<file path="config.mk">
export PLATFORM = sky130hd
export DESIGN_NAME = cvrt_gry2bin_pipe
export DESIGN_NICKNAME = d
export VERILOG_FILES = /design/src/rtl/cvrt_pkg.sv /design/src/rtl/cvrt_gry2bin_stg.sv /design/src/rtl/cvrt_gry2bin_pipe.sv
export SDC_FILE = /design/constraint.sdc
export NUM_CORES = 1
export LEC_CHECK = 0
export ABC_CLOCK_PERIOD_IN_PS = 4800
export BUFFER_PORTS_ARGS = -buffer_cell sky130_fd_sc_hd__clkbuf_2
export CORE_AREA = 2 2 106 185
export CTS_CLUSTER_SIZE = 30
export DETAILED_ROUTE_END_ITERATION = 12
export DIE_AREA = 0 0 108 187
export GPL_ROUTABILITY_DRIVEN = 0
export GPL_TIMING_DRIVEN = 0
export PLACE_DENSITY = 0.84
export SYNTH_ARGS = -nofsm -noshare
export SYNTH_HDL_FRONTEND = slang
export SYNTH_HIERARCHICAL = 1
export SYNTH_SLANG_ARGS = --single-unit
export TNS_END_PERCENT = 20
</file>
<file path="constraint.sdc">
create_clock -name i_clk -period 4.8 [get_ports i_clk]
set_clock_uncertainty 0.2 [all_clocks]
set_input_delay 0 -clock i_clk [delete_from_list [all_inputs] [get_ports i_clk]]
set_output_delay 0 -clock i_clk [all_outputs]
set_load 0.005 [all_outputs]
</file>
<file path="src/rtl/cvrt_pkg.sv">
// Shared constants and helpers for the pipelined Gray-to-binary decoder.
// Word widths above CVRT_MAX_W are not supported by the step checker.
package cvrt_pkg;

   localparam int unsigned CVRT_MAX_W = 256;

   function automatic int unsigned cvrt_chunk(input int unsigned width, input int unsigned stages);
      return (width + stages - 32'd1) / stages;
   endfunction

   // Highest bit resolved by stage idx; negative when the stage has nothing left to do.
   function automatic int cvrt_hi(input int width, input int chunk, input int idx);
      return width - 32'sd1 - idx * chunk;
   endfunction

   function automatic int cvrt_lo(input int width, input int chunk, input int idx);
      int lo;
      lo = cvrt_hi(width, chunk, idx) - chunk + 32'sd1;
      return (lo < 32'sd0) ? 32'sd0 : lo;
   endfunction

   function automatic logic popcnt_gt1(input logic [CVRT_MAX_W-1:0] vec);
      return |(vec & (vec - {{(CVRT_MAX_W-1){1'b0}}, 1'b1}));
   endfunction

endpackage

</file>
<file path="src/rtl/cvrt_gry2bin_stg.sv">
// One elastic stage of the Gray-to-binary pipeline: resolves its chunk of
// binary bits from the Gray remainder and registers the payload.
module cvrt_gry2bin_stg
   import cvrt_pkg::*;
#(
   parameter int unsigned DATA_WIDTH = 32,
   parameter int unsigned CHUNK      = 8,
   parameter int unsigned STAGE_IDX  = 0
) (
   input  logic                  i_clk,
   input  logic                  i_rst,
   input  logic                  i_load,
   input  logic                  i_valid,
   input  logic [2*DATA_WIDTH:0] i_pld,
   output logic                  o_valid,
   output logic [2*DATA_WIDTH:0] o_pld
);

   typedef struct packed {
      logic [DATA_WIDTH-1:0] gry_rem;
      logic [DATA_WIDTH-1:0] bin_done;
      logic                  err;
   } pld_t;

   localparam int HI = cvrt_hi(int'(DATA_WIDTH), int'(CHUNK), int'(STAGE_IDX));
   localparam int LO = cvrt_lo(int'(DATA_WIDTH), int'(CHUNK), int'(STAGE_IDX));
   // Binary bit just above this chunk; the MSB chunk starts from 0 instead.
   localparam int CARRY_IDX = ((HI < 0) || (HI >= int'(DATA_WIDTH) - 1)) ? 0 : HI + 1;
   localparam bit CARRY_ZERO = (HI >= int'(DATA_WIDTH) - 1);

   pld_t w_in;
   pld_t w_dec;
   logic w_carry;
   logic r_valid;
   pld_t r_pld;

   // Resolve this stage's chunk MSB-first, consuming the matching Gray bits.
   always_comb begin
      w_in    = pld_t'(i_pld);
      w_dec   = w_in;
      w_carry = CARRY_ZERO ? 1'b0 : w_in.bin_done[CARRY_IDX];
      for (int i = int'(DATA_WIDTH) - 1; i >= 0; i--) begin
         if ((i <= HI) && (i >= LO)) begin
            w_carry             = w_carry ^ w_in.gry_rem[i];
            w_dec.bin_done[i]   = w_carry;
            w_dec.gry_rem[i]    = 1'b0;
         end else begin
            w_dec.gry_rem[i]    = w_in.gry_rem[i];
         end
      end
   end

   // Stage register: advances whenever the downstream chain can take a word.
   always_ff @(posedge i_clk or posedge i_rst) begin
      if (i_rst) begin
         r_valid <= 1'b0;
         r_pld   <= '0;
      end else if (i_load) begin
         r_valid <= i_valid;
         r_pld   <= w_dec;
      end
   end

   assign o_valid = r_valid;
   assign o_pld   = r_pld;

endmodule

</file>
<file path="src/rtl/cvrt_gry2bin_pipe.sv">
// Pipelined Gray-to-binary decoder with valid/ready handshake and an
// optional single-bit-step checker whose verdict travels with each word.
module cvrt_gry2bin_pipe
   import cvrt_pkg::*;
#(
   parameter int unsigned DATA_WIDTH = 32,
   parameter int unsigned STAGE_NUM  = 4,
   parameter int unsigned CHK_EN     = 1
) (
   input  logic                  i_clk,
   input  logic                  i_rst,
   input  logic                  i_valid,
   output logic                  o_ready,
   input  logic [DATA_WIDTH-1:0] i_gry,
   output logic                  o_valid,
   input  logic                  i_ready,
   output logic [DATA_WIDTH-1:0] o_bin,
   output logic                  o_err,
   output logic                  o_err_sticky,
   input  logic                  i_err_clr
);

   localparam int unsigned CHUNK = cvrt_chunk(DATA_WIDTH, STAGE_NUM);
   localparam int unsigned PW    = 2 * DATA_WIDTH + 1;

   typedef struct packed {
      logic [DATA_WIDTH-1:0] gry_rem;
      logic [DATA_WIDTH-1:0] bin_done;
      logic                  err;
   } pld_t;

   logic [STAGE_NUM-1:0] w_vld;
   logic [STAGE_NUM-1:0] w_load;
   logic [PW-1:0]        w_pld [STAGE_NUM];
   pld_t                 w_head;
   logic                 w_step_err;
   logic                 w_full_tail;
   logic                 w_in_xfer;
   logic                 w_out_xfer;
   logic                 r_err_sticky;

   // Stage k stalls only when it and every stage after it are full and the
   // sink is not ready; unrolled this way so no load term feeds another.
   always_comb begin
      w_full_tail = 1'b1;
      w_load      = '0;
      for (int k = int'(STAGE_NUM) - 1; k >= 0; k--) begin
         w_full_tail = w_full_tail & w_vld[k];
         w_load[k]   = i_ready | ~w_full_tail;
      end
   end

   assign o_ready    = w_load[0];
   assign w_in_xfer  = i_valid & w_load[0];
   assign w_out_xfer = o_valid & i_ready;

   generate
      if (CHK_EN != 0) begin : g_chk
         logic                  r_prev_vld;
         logic [DATA_WIDTH-1:0] r_prev_gry;
         logic [CVRT_MAX_W-1:0] w_diff;

         // Zero-extend the step difference to the helper's fixed width.
         always_comb begin
            w_diff                 = '0;
            w_diff[DATA_WIDTH-1:0] = i_gry ^ r_prev_gry;
         end

         assign w_step_err = r_prev_vld & popcnt_gt1(w_diff);

         // Previous accepted word; cleared by reset so the next word is unchecked.
         always_ff @(posedge i_clk or posedge i_rst) begin
            if (i_rst) begin
               r_prev_vld <= 1'b0;
               r_prev_gry <= '0;
            end else if (w_in_xfer) begin
               r_prev_vld <= 1'b1;
               r_prev_gry <= i_gry;
            end
         end
      end else begin : g_nochk
         assign w_step_err = 1'b0;
      end
   endgenerate

   // Head payload: raw Gray word, nothing resolved yet, checker verdict.
   always_comb begin
      w_head         = '0;
      w_head.gry_rem = i_gry;
      w_head.err     = w_step_err;
   end

   generate
      for (genvar k = 0; k < STAGE_NUM; k++) begin : g_stg
         logic          w_vld_in;
         logic [PW-1:0] w_pld_in;

         if (k == 0) begin : g_first
            assign w_vld_in = i_valid;
            assign w_pld_in = w_head;
         end else begin : g_next
            assign w_vld_in = w_vld[k-1];
            assign w_pld_in = w_pld[k-1];
         end

         cvrt_gry2bin_stg #(
            .DATA_WIDTH (DATA_WIDTH),
            .CHUNK      (CHUNK),
            .STAGE_IDX  (k)
         ) u_stg (
            .i_clk   (i_clk),
            .i_rst   (i_rst),
            .i_load  (w_load[k]),
            .i_valid (w_vld_in),
            .i_pld   (w_pld_in),
            .o_valid (w_vld[k]),
            .o_pld   (w_pld[k])
         );
      end
   endgenerate

   assign o_valid = w_vld[STAGE_NUM-1];
   assign o_bin   = w_pld[STAGE_NUM-1][DATA_WIDTH:1];
   assign o_err   = (CHK_EN != 0) ? w_pld[STAGE_NUM-1][0] : 1'b0;

   // Sticky error: a delivered error wins over a same-cycle clear.
   always_ff @(posedge i_clk or posedge i_rst) begin
      if (i_rst) begin
         r_err_sticky <= 1'b0;
      end else if (w_out_xfer && o_err) begin
         r_err_sticky <= 1'b1;
      end else if (i_err_clr) begin
         r_err_sticky <= 1'b0;
      end
   end

   assign o_err_sticky = r_err_sticky;

endmodule

</file>
==> results.txt <==
Post-CTS setup buffer count - 0
Worst vdd ir - 0.269 mV
Post-Synthesis Cells - 578
Worst-Margin Slew - 0.704 ns
Class of the worst hold path - primary input to flip-flop
Fin crit share - 0.765
Drt wl/cell - 16.5 microns
Htree depth - 4
Clock-pin slew on the worst setup and hold paths - 0.07 ns
Syn Area/Cell - 13.5 sq um
Residual DRC count - 0
Final Max Tran Viols - 0
Hold Crit Start - i_gry[9]
Syn_nets - 615
Reg2reg setup slack - 1.13 ns
Clk root buf - clkbuf_16
Detailed router's first-iteration violation count - 204
Synth warn - 6
Overall Power - 4.75 mW
IO Port Bufs - 72
Outcome - complete, no violations
Vias in the first global route - 5331
Required @ worst endpoint - 4.91 ns
Die area - 20200 sq um
# rows - 67
CTS Buf Count - 17
Fraction of layout cells with a size suffix above 1 - 0.399
Clock Latency Late Sink - 0.43 ns
Pin count of the biggest net entering global routing - 35
# diodes - 0
Boundary Pins - 73
Slew margin rel. - 0.530
Crit path kind - flip-flop to flip-flop
Area delta synth->final - 21.9%
Die H - 187 microns
Setup-failing EPs final - 0
Pre-Repair DR Iteration Count - 4
CP max FO - 10
Critical path startpoint category - flip-flop
Core box area - 18900 sq um
Die Wd - 108 microns
Starting Density - 0.415
RSZ-0062 raised after global routing - no
Grt ovf - 0
Vias - 4882
Final Hold Vio Count - 0
TNS Setup - 0 ns
CTS tree - yes
Post-route ant nets - 0
Sink Count - 170
Power per cell area - 499 nW/um^2
Max Cap Viol - 0
NumNets Final - 749
Endpoint class of the critical path - flip-flop
Total Wirelength - 16000 microns
Worst setup path start - g_chk.r_prev_gry[3]
Fmax - 0.272 GHz
RR Startpoint - g_chk.r_prev_gry[3]
Post-CTS sizing - 0
HPWL Detailed - 11900 microns
Initial antenna violation count - 0
Crit path DAT - 3.78 ns
Gr usage total - 0.167
Tmin final - 3.67 ns
Via/cell ratio - 5.05
Hold-fix buffers, CTS - 38
First-pass GRT wire length - 26300 microns
Clock buffer depth - 2
Leak - 4.12 nW
Post-synthesis cell area - 7820 sq um
## cells in the final DEF, fill, tap and decap left out, types with 12 or more instances in the layout
cell type      count
nand2_1           20
xor2_1            30
a21oi_1           26
nor2_1            24
clkbuf_1          13
clkbuf_2          72
dfrtp_1          170
dlygate4sd3_1     39
inv_1             12
xnor2_1           34
mux2_2           143
clkbuf_16         17
## routing by layer
metal,up-vias,global-route usage,part of all wire
li1,2282,-,-
met1,2450,0.169,0.36
met2,111,0.313,0.58
met3,39,0.0268,0.028
met4,0,0.0962,0.037
met5,-,0,0
## registers in the layout, summed over array words and instances, names as in the netlist
name / count
g_chk.r_prev_gry: 32
o_err_sticky: 1
g_stg.u_stg/o_pld: 132
g_stg.u_stg/o_valid: 4
g_chk.r_prev_vld: 1
## final cells by class
type / instances / area [sq um]
Fill cell: 1574 / 9330
Sequential cell: 170 / 4250
Multi-Input combinational cell: 366 / 3360
Timing Repair Buffer: 115 / 838
Clock buffer: 18 / 439
Tap cell: 241 / 302
Buffer: 26 / 148
Clock inverter: 14 / 131
Inverter: 16 / 60.1
## per-stage QoR
stage               cells  utilization  worst slack (ns)  hold WS, ns  area, sq um
finish                966        0.505              1.13        0.192         9530
global route          966        0.505              1.02        0.216         9530
CTS                   962        0.502              1.21       0.0194         9460
detailed placement    892        0.451              1.28      -0.0757         8510
global placement      891        0.450              1.35       0.0133         8480
floorplan             578            -              1.82      -0.0928         7820
## worst paths after layout
| path | end | cells past startpoint |
|---|---|---|
| worst max register to register | g_stg[0].u_stg/o_pld[0] | 9 |
| worst max-delay path | g_stg[0].u_stg/o_pld[0] | 9 |
| worst min-delay path | g_chk.r_prev_gry[9] | 3 |
| max in group asynchronous | g_chk.r_prev_gry[1] | 5 |
| worst min register to register | g_chk.r_prev_vld | 1 |
| min in group asynchronous | g_stg[0].u_stg/o_pld[43] | 4 |
## critical path, stage by stage, from the launching register on
cell and delay [ns]:
dfrtp_1 0.40, xor2_1 0.23, nor4_4 0.55, nand4_4 0.19, nor4_4 0.58, and3_1 0.34
o22a_1 0.18, nand4_1 0.14, o41a_1 0.46, mux2_2 0.28
## report_power, final
part           internal [mW]  total, mW  leakage [nW]  switching (mW)
registers               1.82       2.07          1.97           0.249
clock network          0.700       1.31         0.273           0.613
logic                  0.761       1.37          1.88           0.613
Note: power is estimated with default switching activity, not from simulation.
